$ cat config.mk
export PLATFORM = sky130hd
export DESIGN_NAME = draw_sequencer_flat
export DESIGN_NICKNAME = d
export VERILOG_FILES = /design/src/rtl/draw_sequencer_if.sv /design/src/rtl/draw_sequencer.sv /design/src/flat_wrapper.sv
export SDC_FILE = /design/constraint.sdc
export NUM_CORES = 1
export LEC_CHECK = 0
export CAP_MARGIN = 20
export CORE_AREA = 10 10 64 105
export CTS_BUF_LIST = sky130_fd_sc_hd__clkbuf_8
export DETAILED_ROUTE_END_ITERATION = 8
export DIE_AREA = 0 0 74 115
export PLACE_DENSITY = 0.76
export SLEW_MARGIN = 40
export SYNTH_ARGS = -nofsm -noshare
export SYNTH_HDL_FRONTEND = slang
export SYNTH_SLANG_ARGS = --single-unit
export TNS_END_PERCENT = 30
$ cat constraint.sdc
create_clock -name clk -period 1.8 [get_ports clk]
set_input_delay 0.27 -clock clk [delete_from_list [all_inputs] [get_ports clk]]
set_output_delay 0.27 -clock clk [all_outputs]
set_load 0.05 [all_outputs]
$ cat src/rtl/draw_sequencer_if.sv
// Request and datapath-control bundle between a draw client and draw_sequencer.
// The client owns the request fields; the sequencer owns every strobe and select.
interface draw_sequencer_if;
  logic       req;
  logic       reqSprite;
  logic       reqBlack;
  logic [4:0] reqImage;
  logic [3:0] reqXSel;
  logic [1:0] reqYSel;

  logic       xInitLoad;
  logic       yInitLoad;
  logic       xReset;
  logic       yReset;
  logic       xCountUp;
  logic       yCountUp;
  logic       addressScreenCounterReset;
  logic       screenCountLoad;
  logic       addressSpriteCounterReset;
  logic       spriteCountLoad;

  logic [3:0] xInitSel;
  logic [1:0] yInitSel;
  logic [1:0] xySel;
  logic [4:0] memorySel;
  logic       black;

  logic       plot;
  logic       busy;
  logic       done;

  modport master (
    output req, reqSprite, reqBlack, reqImage, reqXSel, reqYSel,
    input  xInitLoad, yInitLoad, xReset, yReset, xCountUp, yCountUp,
    input  addressScreenCounterReset, screenCountLoad,
    input  addressSpriteCounterReset, spriteCountLoad,
    input  xInitSel, yInitSel, xySel, memorySel, black,
    input  plot, busy, done
  );

  modport slave (
    input  req, reqSprite, reqBlack, reqImage, reqXSel, reqYSel,
    output xInitLoad, yInitLoad, xReset, yReset, xCountUp, yCountUp,
    output addressScreenCounterReset, screenCountLoad,
    output addressSpriteCounterReset, spriteCountLoad,
    output xInitSel, yInitSel, xySel, memorySel, black,
    output plot, busy, done
  );
endinterface

$ cat src/rtl/draw_sequencer.sv
// Walks a full-screen or sprite rectangle one pixel per cycle, issuing datapath
// strobes and a ROM-latency-aligned plot enable; done pulses once per finished job.
module draw_sequencer #(
  parameter int SCREEN_W = 160,
  parameter int SCREEN_H = 120,
  parameter int SPRITE_W = 40,
  parameter int SPRITE_H = 40
) (
  input  logic             clk,
  input  logic             reset,
  draw_sequencer_if.slave  bus
);

  localparam int MAX_W  = (SCREEN_W > SPRITE_W) ? SCREEN_W : SPRITE_W;
  localparam int MAX_H  = (SCREEN_H > SPRITE_H) ? SCREEN_H : SPRITE_H;
  localparam int MAX_WH = (MAX_W > MAX_H) ? MAX_W : MAX_H;
  localparam int CW     = (MAX_WH > 1) ? $clog2(MAX_WH) : 1;

  localparam logic [CW-1:0] SCR_W_LAST = CW'(SCREEN_W - 1);
  localparam logic [CW-1:0] SCR_H_LAST = CW'(SCREEN_H - 1);
  localparam logic [CW-1:0] SPR_W_LAST = CW'(SPRITE_W - 1);
  localparam logic [CW-1:0] SPR_H_LAST = CW'(SPRITE_H - 1);

  typedef enum logic [2:0] {IDLE, LOAD, DRAW, FLUSH, DONE} state_t;

  state_t        state;
  logic [CW-1:0] col;
  logic [CW-1:0] row;

  logic          job_sprite;
  logic          job_black;
  logic [4:0]    job_image;
  logic [3:0]    job_xsel;
  logic [1:0]    job_ysel;

  logic          x_init_load, y_init_load, x_reset, y_reset;
  logic          x_count_up, y_count_up;
  logic          scr_cnt_reset, scr_cnt_load, spr_cnt_reset, spr_cnt_load;
  logic          plot, busy, done;

  logic [CW-1:0] w_last, h_last, col_nxt;
  logic          col_last, row_last;

  always_comb begin
    w_last   = job_sprite ? SPR_W_LAST : SCR_W_LAST;
    h_last   = job_sprite ? SPR_H_LAST : SCR_H_LAST;
    col_last = (col == w_last);
    row_last = (row == h_last);
    col_nxt  = col_last ? '0 : col + CW'(1);
  end

  // Every output is a register set one edge ahead, so strobes for the DRAW
  // cycle at (col,row) are decided from the address that cycle will hold.
  always_ff @(posedge clk or posedge reset) begin
    if (reset) begin
      state         <= IDLE;
      col           <= '0;
      row           <= '0;
      job_sprite    <= 1'b0;
      job_black     <= 1'b0;
      job_image     <= '0;
      job_xsel      <= '0;
      job_ysel      <= '0;
      x_init_load   <= 1'b0;
      y_init_load   <= 1'b0;
      x_reset       <= 1'b0;
      y_reset       <= 1'b0;
      x_count_up    <= 1'b0;
      y_count_up    <= 1'b0;
      scr_cnt_reset <= 1'b0;
      scr_cnt_load  <= 1'b0;
      spr_cnt_reset <= 1'b0;
      spr_cnt_load  <= 1'b0;
      plot          <= 1'b0;
      busy          <= 1'b0;
      done          <= 1'b0;
    end else begin
      // NOTE: strobes default low each cycle and are re-asserted only where
      // needed; non-blocking assignments keep every register sampling old state.
      x_init_load   <= 1'b0;
      y_init_load   <= 1'b0;
      x_reset       <= 1'b0;
      y_reset       <= 1'b0;
      x_count_up    <= 1'b0;
      y_count_up    <= 1'b0;
      scr_cnt_reset <= 1'b0;
      scr_cnt_load  <= 1'b0;
      spr_cnt_reset <= 1'b0;
      spr_cnt_load  <= 1'b0;
      done          <= 1'b0;
      plot          <= (state == DRAW);

      case (state)
        IDLE: begin
          if (bus.req) begin
            job_sprite    <= bus.reqSprite;
            job_black     <= bus.reqBlack;
            job_image     <= bus.reqImage;
            job_xsel      <= bus.reqXSel;
            job_ysel      <= bus.reqYSel;
            state         <= LOAD;
            busy          <= 1'b1;
            x_reset       <= 1'b1;
            y_reset       <= 1'b1;
            x_init_load   <= bus.reqSprite;
            y_init_load   <= bus.reqSprite;
            spr_cnt_reset <= bus.reqSprite;
            scr_cnt_reset <= ~bus.reqSprite;
          end
        end

        LOAD: begin
          state        <= DRAW;
          col          <= '0;
          row          <= '0;
          spr_cnt_load <= job_sprite;
          scr_cnt_load <= ~job_sprite;
          x_count_up   <= (w_last != '0);
          y_count_up   <= (w_last == '0);
        end

        DRAW: begin
          col <= col_nxt;
          if (col_last) row <= row_last ? '0 : row + CW'(1);
          if (col_last && row_last) begin
            state <= FLUSH;
          end else begin
            spr_cnt_load <= job_sprite;
            scr_cnt_load <= ~job_sprite;
            x_count_up   <= (col_nxt != w_last);
            y_count_up   <= (col_nxt == w_last);
          end
        end

        FLUSH: begin
          state <= DONE;
          done  <= 1'b1;
        end

        DONE: begin
          state <= IDLE;
          busy  <= 1'b0;
        end

        default: state <= IDLE;
      endcase
    end
  end

  assign bus.xInitLoad                 = x_init_load;
  assign bus.yInitLoad                 = y_init_load;
  assign bus.xReset                    = x_reset;
  assign bus.yReset                    = y_reset;
  assign bus.xCountUp                  = x_count_up;
  assign bus.yCountUp                  = y_count_up;
  assign bus.addressScreenCounterReset = scr_cnt_reset;
  assign bus.screenCountLoad           = scr_cnt_load;
  assign bus.addressSpriteCounterReset = spr_cnt_reset;
  assign bus.spriteCountLoad           = spr_cnt_load;
  assign bus.xInitSel                  = job_xsel;
  assign bus.yInitSel                  = job_ysel;
  assign bus.xySel                     = {1'b0, job_sprite};
  assign bus.memorySel                 = job_image;
  assign bus.black                     = job_black;
  assign bus.plot                      = plot;
  assign bus.busy                      = busy;
  assign bus.done                      = done;

endmodule
$ cat src/flat_wrapper.sv
// flat-port wrapper written by rule: the top's interface ports become plain ports
module draw_sequencer_flat 
#(
  parameter int SCREEN_W = 160,
  parameter int SCREEN_H = 120,
  parameter int SPRITE_W = 40,
  parameter int SPRITE_H = 40
)
  (clk, reset, bus_req, bus_reqSprite, bus_reqBlack, bus_reqImage, bus_reqXSel, bus_reqYSel, bus_xInitLoad, bus_yInitLoad, bus_xReset, bus_yReset, bus_xCountUp, bus_yCountUp, bus_addressScreenCounterReset, bus_screenCountLoad, bus_addressSpriteCounterReset, bus_spriteCountLoad, bus_xInitSel, bus_yInitSel, bus_xySel, bus_memorySel, bus_black, bus_plot, bus_busy, bus_done);
  draw_sequencer_if bus_i ();
  input  logic clk;
  input  logic reset;
  input wire logic [$bits(bus_i.req)-1:0] bus_req;
  input wire logic [$bits(bus_i.reqSprite)-1:0] bus_reqSprite;
  input wire logic [$bits(bus_i.reqBlack)-1:0] bus_reqBlack;
  input wire logic [$bits(bus_i.reqImage)-1:0] bus_reqImage;
  input wire logic [$bits(bus_i.reqXSel)-1:0] bus_reqXSel;
  input wire logic [$bits(bus_i.reqYSel)-1:0] bus_reqYSel;
  output wire logic [$bits(bus_i.xInitLoad)-1:0] bus_xInitLoad;
  output wire logic [$bits(bus_i.yInitLoad)-1:0] bus_yInitLoad;
  output wire logic [$bits(bus_i.xReset)-1:0] bus_xReset;
  output wire logic [$bits(bus_i.yReset)-1:0] bus_yReset;
  output wire logic [$bits(bus_i.xCountUp)-1:0] bus_xCountUp;
  output wire logic [$bits(bus_i.yCountUp)-1:0] bus_yCountUp;
  output wire logic [$bits(bus_i.addressScreenCounterReset)-1:0] bus_addressScreenCounterReset;
  output wire logic [$bits(bus_i.screenCountLoad)-1:0] bus_screenCountLoad;
  output wire logic [$bits(bus_i.addressSpriteCounterReset)-1:0] bus_addressSpriteCounterReset;
  output wire logic [$bits(bus_i.spriteCountLoad)-1:0] bus_spriteCountLoad;
  output wire logic [$bits(bus_i.xInitSel)-1:0] bus_xInitSel;
  output wire logic [$bits(bus_i.yInitSel)-1:0] bus_yInitSel;
  output wire logic [$bits(bus_i.xySel)-1:0] bus_xySel;
  output wire logic [$bits(bus_i.memorySel)-1:0] bus_memorySel;
  output wire logic [$bits(bus_i.black)-1:0] bus_black;
  output wire logic [$bits(bus_i.plot)-1:0] bus_plot;
  output wire logic [$bits(bus_i.busy)-1:0] bus_busy;
  output wire logic [$bits(bus_i.done)-1:0] bus_done;
  assign bus_i.req = bus_req;
  assign bus_i.reqSprite = bus_reqSprite;
  assign bus_i.reqBlack = bus_reqBlack;
  assign bus_i.reqImage = bus_reqImage;
  assign bus_i.reqXSel = bus_reqXSel;
  assign bus_i.reqYSel = bus_reqYSel;
  assign bus_xInitLoad = bus_i.xInitLoad;
  assign bus_yInitLoad = bus_i.yInitLoad;
  assign bus_xReset = bus_i.xReset;
  assign bus_yReset = bus_i.yReset;
  assign bus_xCountUp = bus_i.xCountUp;
  assign bus_yCountUp = bus_i.yCountUp;
  assign bus_addressScreenCounterReset = bus_i.addressScreenCounterReset;
  assign bus_screenCountLoad = bus_i.screenCountLoad;
  assign bus_addressSpriteCounterReset = bus_i.addressSpriteCounterReset;
  assign bus_spriteCountLoad = bus_i.spriteCountLoad;
  assign bus_xInitSel = bus_i.xInitSel;
  assign bus_yInitSel = bus_i.yInitSel;
  assign bus_xySel = bus_i.xySel;
  assign bus_memorySel = bus_i.memorySel;
  assign bus_black = bus_i.black;
  assign bus_plot = bus_i.plot;
  assign bus_busy = bus_i.busy;
  assign bus_done = bus_i.done;
  draw_sequencer #(.SCREEN_W(SCREEN_W), .SCREEN_H(SCREEN_H), .SPRITE_W(SPRITE_W), .SPRITE_H(SPRITE_H)) u_core (.clk(clk), .reset(reset), .bus(bus_i));
endmodule
Word-level counts from Yosys, hierarchy flattened
Cells that the tools add are included.
{"block": "totals", "register_bits": 42, "romBits": 0, "ramBits": 0, "n_memories": 0, "latch_bits": 0}
{"block": "classes", "n_addsub": 2, "n_eq_ne": 11, "shift": 0, "n_lt_le_gt_ge": 0, "div": 0, "n_mux": 27, "multipliers": 0, "reduce_logical": 10, "bitwise": 2}
{"cell": "$mux 8", "n": 4}
{"cell": "$pmux 8 s2", "n": 2}
{"cell": "$eq 8x8->1", "n": 3}
{"cell": "$add 8x1->8 const B", "n": 2}
{"cell": "$mux 1", "n": 12}
{"cell": "$pmux 3 s4", "n": 1}
{"cell": "$pmux 1 s2", "n": 5}
{"cell": "$logic_not 8->1", "n": 1}
{"cell": "$ne 8x8->1", "n": 1}
{"cell": "$reduce_and 2->1", "n": 4}
{"cell": "$reduce_bool 8->1", "n": 1}
{"cell": "$mux 7", "n": 1}
{"cell": "$eq 3x2->1 const B", "n": 2}
{"cell": "$mux 3", "n": 2}
{"cell": "$ne 2x2->1 const B", "n": 2}
{"cell": "$reduce_bool 2->1", "n": 2}
{"cell": "$eq 3x1->1 const B", "n": 1}
{"cell": "$eq 3x3->1 const B", "n": 1}
{"cell": "$logic_not 3->1", "n": 1}
{"cell": "$ne 2x1->1 const B", "n": 1}
{"cell": "$not 1->1", "n": 2}
{"cell": "$logic_and 1x1->1", "n": 1}

Logic depth before layout (Yosys ltp)
Gate-level depths: netlist of the first run.
{"block": "depth", "depth_word": 6, "mapped_depth": 8, "ltp_nobuf": 7}

Worst setup path after synthesis of the first run
Ideal clock, no wire load.
{"block": "synth_timing", "path_kind": "register -> register", "start": "register u_core.col[3]", "end": "register u_core.x_count_up (netlist: u_core.bus.xCountUp)", "synth_period_minus_slack_ns": 1.974, "path_buffers": 1, "setup_slack_ns": -0.174, "t_arrival_ns": 1.836, "path_stages_with_launch": 7, "cell_sequence": "dfrtp_1 buf_6 or3b_1 o32a_1 or2_4 a211oi_1 a21oi_1"}
{"block": "synth_between", "elab_chain_cells": 5}
{"item": "start, declared", "line_no": "draw_sequencer.sv:27", "rtl": "logic [CW-1:0] col;"}
{"item": "start signal, assigned", "line_no": "draw_sequencer.sv:123", "rtl": "col <= col_nxt;"}
{"item": "$add 8x1->8 or $eq 8x8->1 (tied branches)", "line_no": "draw_sequencer.sv:49, draw_sequencer.sv:47"}
{"item": "$mux 8", "line_no": "draw_sequencer.sv:49", "rtl": "col_nxt = col_last ? '0 : col + CW'(1);"}
{"item": "$ne 8x8->1", "line_no": "draw_sequencer.sv:130", "rtl": "x_count_up <= (col_nxt != w_last);"}
{"item": "$mux 1 (*)", "line_no": "draw_sequencer.sv:125", "rtl": "if (col_last && row_last) begin"}
{"item": "$pmux 1 s2 (*)", "line_no": "draw_sequencer.sv:93", "rtl": "case (state)"}
{"item": "end signal, assigned", "line_no": "draw_sequencer.sv:118", "rtl": "x_count_up <= (w_last != '0);"}
{"item": "end signal, assigned", "line_no": "draw_sequencer.sv:130"}
{"item": "end, declared", "line_no": "draw_sequencer.sv:37", "rtl": "logic x_count_up, y_count_up;"}
Every way passes the cells marked *; elsewhere a longest branch is shown, timed or not.
A chain may end at the register's enable or synchronous reset.

Worst setup path after layout of the first run
{"block": "layout_timing", "start": "register u_core.col[4]", "end": "register u_core.row[6]"}
{"block": "layout_between", "elab_chain_cells": 3}
{"item": "$eq 8x8->1", "line_no": "draw_sequencer.sv:47", "rtl": "col_last = (col == w_last);"}
{"item": "$ne 2x1->1 (no source line)"}
{"item": "$reduce_and 2->1 (no source line)"}
{"item": "end signal, assigned", "line_no": "draw_sequencer.sv:124", "rtl": "if (col_last) row <= row_last ? '0 : row + CW'(1);"}
{"item": "end, declared", "line_no": "draw_sequencer.sv:28", "rtl": "logic [CW-1:0] row;"}
No other way between the ends.

==> flow_metrics.py, run 1 <==
metrics = {
    "cts": {
        "cts_buffers": 5,
        "clock-sinks": 42,
        "cts_root_buffer": "clkbuf_8",
        "cts_buffer_depth": 2,
        "insertion_delay_ns": 0.29,
        "clk_pin_slew_ns": 0.08,
        "ctsHtreeMaxLevel": 2,
        "tritoncts": "done",
    },
    "setup_path": {
        "critPathMaxStageDelay_ns": 0.40,
        "ff2ff_setup_slack_ns": -0.12,
        "cp.required_ns": 2.00,
        "slowest_stage": "or3b_4",
        "critical-path-top-delay-family": "simple AND/OR/NAND/NOR gates",
        "crit_path_start_kind": "register",
        "path_cells": "or3b_4 -> o32a_1 -> or2_4 -> o21ai_4 -> nand2_4 -> o31ai_2",
        "r2r_cells": 6,
        "critPathCaptureType": "register",
        "worstPathMaxFanout": 6,
        "crit_buf_inv": 0,
        "path_depth": 6,
        "rr_startpoint": "u_core.col[4]",
        "r2r_end": "u_core.row[6]",
        "critPathKind": "reg2reg",
        "worstPathArrival_ns": 2.12,
    },
    "run_status": {
        "violations": "negative setup slack",
        "outcome": "finished, violations left",
    },
    "pwr": {
        "power_density_mw_per_mm2": 1665,
        "p_int_w": 0.002465,
        "vdd_ir_drop_max_mv": 1.071,
        "comb_power_share_pct": 56.9,
        "p_total_w": 0.004610,
        "clkPwrFrac_pct": 12.7,
        "leakagePower_nw": 1.219,
        "p_sw_share_pct": 46.52,
        "pwr-share-seq_pct": 30.4,
        "p_sw_w": 0.002144,
    },
    "drt": {
        "drt_pass1_iterations": 4,
        "drt_iter0_markers": 95,
        "ant_nets": 0,
        "vias": 1682,
        "wl_per_cell_um": 15.76,
        "via_per_inst": 5.391,
        "routed_wl_um": 4916,
        "remaining_drc_errors": 0,
    },
    "floorplan": {
        "dieWidth_um": 74,
        "coreArea_mm2": 0.004977,
        "io_pins": 43,
        "rows": 34,
        "die_h_um": 115,
        "initial_core_util_pct": 41.13,
        "design.die.area_mm2": 0.008510,
    },
    "timing": {
        "hold_violations": 0,
        "setup_ws_ns": -0.1227,
        "period_needed_ns": 1.923,
        "setup_viol": 17,
        "fin_tns_setup_ns": -0.9197,
        "worstMarginPinSlew_ns": 0.5169,
        "max_freq_ghz": 0.5201,
        "min_period_over_period_pct": 106.8,
        "final-max-slew-violation-count": 0,
        "skew_ns": 0.003950,
        "hold_slack_ns": 0.3374,
        "rsz0062_at_grt": "yes",
        "maxSlewHeadroom_pct": 65.43,
    },
    "cells_and_area": {
        "diodes": 0,
        "drive_gt1_share_pct": 24.42,
        "area_growth_syn_to_layout_pct": 35.27,
        "num-fill-cells": 440,
        "nets": 277,
        "finalNonFillerCells": 312,
    },
    "global_route": {
        "grtUsageTotal_pct": 11.91,
        "grt_pass1_vias": 1845,
        "grt_start_max_net_pins": 43,
        "grt_pass1_wl_um": 8307,
        "grt.overflow.total": 0,
        "grt_antenna_before_repair": 0,
    },
    "placement": {
        "port_buffers": 41,
        "dp_cells": 304,
        "dp_hpwl_um": 3560,
        "gp_congestion": 0.7905,
        "pre_cts_ws_ns": -0.1801,
    },
    "synth": {
        "yosys.area.top_type": "dfrtp_1",
        "postSynthCellCount": 202,
        "synth_area_per_cell_um2": 10.13,
        "ys_seq_area_share_pct": 51.34,
        "yosys_warnings": 0,
        "synth_cell_types": 44,
        "synthesis.area_mm2": 0.002047,
        "synth_area_leaders": "dfrtp_1, mux2_2, o21ai_0",
        "ys_ff_latch": 42,
        "synth_top_area_share_pct": 51.34,
        "synth_nets": 221,
    },
    "min_path": {
        "worstHoldPathType": "in2async",
    },
    "flow_run": {
        "drv_cap": 0,
    },
}
-- cell usage after synthesis, drive strengths merged --
cell / n
o41ai: 1
conb: 1
o31ai: 5
mux2i: 2
a31oi: 1
o32a: 2
nor3b: 3
dfrtp: 42
and2: 2
and3b: 2
or3b: 1
or2: 2
o22ai: 1
mux2: 12
a21oi: 4
nand2: 18
nor3: 1
o31a: 1
buf: 8
and3: 5
o21ai: 26
nand2b: 6
o21bai: 1
nor2b: 3
inv: 7
nand4b: 1
a21o: 1
xor2: 1
nand3: 6
nor2: 17
o211ai: 1
or3: 1
nor4: 2
xnor2: 3
nand3b: 3
ha: 3
a211oi: 1
clkbuf: 5
-- timing repair --
action,4_1_cts,5_1_grt
hold buffers,0,0
setup endpoints to repair,16,19
buffers inserted,1,0
gates cloned,0,0
gates resized for setup,4,20
pin swaps,1,3
-- worst reg2reg max path, cell delays in order (launching register included) --
cell and delay [ns]:
dfrtp_1 0.38, or3b_4 0.40, o32a_1 0.33, or2_4 0.27, o21ai_4 0.15, nand2_4 0.10, o31ai_2 0.20
-- kinds of logic after synthesis --
family                   share of synthesized area (%)
XOR/XNOR                                         1.712
AO/OA/AOI/OAI                                    13.45
adder cells (fa/ha/maj)                          1.834
AND/OR/NAND/NOR                                  18.70
multiplexers                                     7.580
buffers and inverters                            5.196
flip-flops                                       51.34
other                                           0.1832
-- sequential cells by signal, indices dropped and copies added, names as in the netlist, 2 cells and up --
register and count:
u_core.bus.xInitSel 4, u_core.bus.yInitSel 2, u_core.state 3, u_core.bus.memorySel 5, u_core.row 8, u_core.col 8
-- layer usage --
| metal | share of wire [%] | up-vias | wire (um) | global-route usage [%] |
|---|---|---|---|---|
| met5 | 0 | - | 0 | 0 |
| met4 | 3.1 | 0 | 153 | 5.368 |
| met1 | 37 | 820 | 1838 | 12.49 |
| li1 | - | 811 | - | - |
| met2 | 54 | 38 | 2648 | 21.52 |
| met3 | 5.6 | 13 | 276 | 2.588 |
-- worst max path at each step --
stage / to / slack, ns / from
after floorplan: u_core.row[6] / -0.13 / u_core.col[3]
after global placement: u_core.row[5] / -0.13 / u_core.col[4]
after detailed placement: u_core.row[6] / -0.18 / u_core.col[4]
after CTS: u_core.row[7] / -0.13 / u_core.col[4]
after global routing: u_core.col[4] / -0.21 / u_core.col[4]
final: u_core.row[6] / -0.12 / u_core.col[4]
-- through the flow --
step	utilization, %	area, um2
after floorplan	-	2053
after global placement	52.34	2605
after detailed placement	52.34	2605
after CTS	54.22	2699
after global routing	55.63	2769
final	55.63	2769
-- power by group through the flow --
stage | registers [W] | clock network [W] | logic (W)
after floorplan | 0.00213 | 0 | 0.000922
after global placement | 0.00141 | 0 | 0.00249
after detailed placement | 0.00142 | 0 | 0.00252
after CTS | 0.00140 | 0.000597 | 0.00254
after global routing | 0.00144 | 0.000625 | 0.00280
final | 0.00140 | 0.000587 | 0.00262
-- cell type report --
class / instances / area (um2) / area share [%]
Inverter: 7 / 26.28 / 0.9489
Clock buffer: 5 / 68.82 / 2.485
Clock inverter: 2 / 10.01 / 0.3615
Multi-Input combinational cell: 140 / 973.4 / 35.16
Tap cell: 54 / 67.56 / 2.440
Timing Repair Buffer: 62 / 571.8 / 20.65
Sequential cell: 42 / 1051 / 37.96
-- placed cells by master (no fill, tap or decap), types with 5 or more instances in the layout --
cell type,count
and3_1,5
buf_4,24
clkbuf_8,5
clkdlybuf4s50_1,36
dfrtp_1,42
inv_1,7
mux2_2,12
nand2_1,16
nand2b_1,6
nand3_1,6
nor2_1,17
o21ai_0,7
o21ai_1,12
o21ai_2,5
Power figures use the tool's default switching activity.
==> run 2: changes to the inputs <==
==> constraint.sdc (replaced) <==
create_clock -name clk -period 1.8 [get_ports clk]
set_input_delay 0.54 -clock clk [delete_from_list [all_inputs] [get_ports clk]]
set_output_delay 0.54 -clock clk [all_outputs]
set_load 0.05 [all_outputs]
==> run 2 against run 1 <==
- the run still ends with negative setup slack left
- wire length fell by 3.6%
- sequential power about the same
- core utilization increased by 0.88 points
- setup slack worse by 0.0073 ns
- sequential share of layout area fell by 0.59 points
- clock-buffer cell count is the same
- final cell count increased by 0.64%
- cell area grew 1.6%
- critical path type unchanged
- highest routed layer unchanged
==> flow_metrics.py, run 2 (synthesis results as in run 1) <==
metrics = {
    "run_status": {
        "outcome": "finished, violations left",
        "violations": "negative setup slack",
    },
    "pwr": {
        "leakagePower_nw": 1.268,
        "power_density_mw_per_mm2": 1683,
        "vdd_ir_drop_max_mv": 1.399,
        "clkPwrFrac_pct": 13.3,
        "p_int_w": 0.002553,
        "comb_power_share_pct": 56.4,
        "p_sw_share_pct": 46.08,
        "p_sw_w": 0.002182,
        "pwr-share-seq_pct": 30.3,
    },
    "placement": {
        "place_area_mm2": 0.002660,
        "gp_congestion": 0.8027,
        "pre_cts_ws_ns": -0.1735,
        "port_buffers": 41,
        "dp_hpwl_um": 3510,
        "dp_cells": 305,
    },
    "setup_path": {
        "cp.required_ns": 2.01,
        "critPathCaptureType": "register",
        "r2r_cells": 6,
        "slowest_stage": "or3b_4",
        "crit_buf_inv": 0,
        "path_depth": 6,
        "crit_path_start_kind": "register",
        "worstPathMaxFanout": 6,
        "critPathMaxStageDelay_ns": 0.40,
        "critPathKind": "reg2reg",
        "worstPathArrival_ns": 2.14,
        "critical-path-top-delay-family": "simple AND/OR/NAND/NOR gates",
        "path_cells": "or3b_4 -> o32a_1 -> or2_4 -> o21ai_4 -> nand2_4 -> o31ai_1",
        "ff2ff_setup_slack_ns": -0.13,
    },
    "drt": {
        "routed_wl_um": 4737,
        "remaining_drc_errors": 0,
        "wl_per_cell_um": 15.09,
        "vias": 1669,
        "via_per_inst": 5.315,
        "drt_iter0_markers": 103,
        "ant_nets": 0,
        "drt_pass1_iterations": 4,
    },
    "timing": {
        "hold_violations": 0,
        "skew_ns": 0.003396,
        "min_period_over_period_pct": 107.2,
        "rsz0062_at_grt": "yes",
        "fin_tns_setup_ns": -0.8626,
        "setup_ws_ns": -0.1300,
        "setup_viol": 16,
        "period_needed_ns": 1.930,
        "final-max-slew-violation-count": 0,
        "max_freq_ghz": 0.5181,
    },
    "cts": {
        "ctsHtreeMaxLevel": 2,
        "insertion_delay_ns": 0.29,
        "clock-sinks": 42,
        "clk_pin_slew_ns": 0.08,
        "tritoncts": "done",
        "cts_root_buffer": "clkbuf_8",
        "cts_buffers": 5,
        "cts_buffer_depth": 2,
    },
    "floorplan": {
        "design.die.area_mm2": 0.008510,
        "io_pins": 43,
        "rows": 34,
        "die_h_um": 115,
        "initial_core_util_pct": 41.13,
        "coreArea_mm2": 0.004977,
        "dieWidth_um": 74,
    },
    "cells_and_area": {
        "post-route-util_pct": 56.51,
        "diodes": 0,
        "nets": 278,
        "drive_gt1_share_pct": 31.15,
        "area_growth_syn_to_layout_pct": 37.41,
        "stdcell_area_mm2": 0.002813,
        "finalNonFillerCells": 314,
        "final_cell_mix": "dfrtp_1, buf_4, nand2_1, nor2_1",
        "layout_commonest_cell": "dfrtp_1",
    },
    "global_route": {
        "grt_antenna_before_repair": 0,
        "grtUsageTotal_pct": 11.89,
        "grt.overflow.total": 0,
        "grt_pass1_vias": 1730,
        "grt_pass1_wl_um": 8155,
        "grt_start_max_net_pins": 43,
    },
    "flow_run": {
        "drv_cap": 0,
    },
    "min_path": {
        "min_path_cells": 1,
        "worstHoldPathType": "reg2reg",
    },
}
-- run 2: per-stage QoR --
step | hold WS, ns | total power, W
5_1_grt | 0.5400 | 0.005017
3_3_place_gp | 0.4894 | 0.004031
6_report | 0.5028 | 0.004735
2_1_floorplan | 0.4677 | 0.003055
4_1_cts | 0.5163 | 0.004715
3_5_place_dp | 0.4974 | 0.004071
-- run 2: layout make-up --
class,instances,area (um2)
Clock inverter,3,23.77
Multi-Input combinational cell,140,948.4
Tap cell,54,67.56
Timing Repair Buffer,63,626.9
Sequential cell,42,1051
Fill cell,429,2165
Clock buffer,5,68.82
Inverter,7,26.28
-- run 2: worst register-to-register path, stage by stage (launching register included) --
cell,delay [ns]
dfrtp_1,0.39
or3b_4,0.40
o32a_1,0.34
or2_4,0.28
o21ai_4,0.15
nand2_4,0.10
o31ai_1,0.20
-- run 2: repair_timing --
action                                  in CTS  in global routing
buffers inserted                             0                  1
endpoints found under the setup margin      17                 19
pin swaps                                    1                  2
gates cloned                                 0                  0
hold buffers                                 0                  0
gates resized for setup                      1                 17
-- run 2: worst paths after layout --
kind | from | endpoint
worst min register to register | u_core.row[0] | u_core.row[0]
worst max-delay path | u_core.col[4] | u_core.row[6]
worst min-delay path | u_core.row[0] | u_core.row[0]
min in group asynchronous | reset | u_core.bus.xReset
max in group asynchronous | reset | u_core.col[2]
worst max register to register | u_core.col[4] | u_core.row[6]
-- run 2: routing by layer --
metal	wire, um	global-route usage [%]	share of wire, %
met5	0	0	0
met4	80	5.243	1.7
met3	299	3.451	6.3
met2	2540	19.58	54
met1	1816	13.76	38
-- run 2: power groups by stage --
stage               sequential [W]  clock, W  combinational (W)
floorplan                  0.00213         0           0.000922
global placement           0.00144         0            0.00259
detailed placement         0.00145         0            0.00262
CTS                        0.00144  0.000650            0.00263
global route               0.00147  0.000679            0.00287
finish                     0.00143  0.000630            0.00267
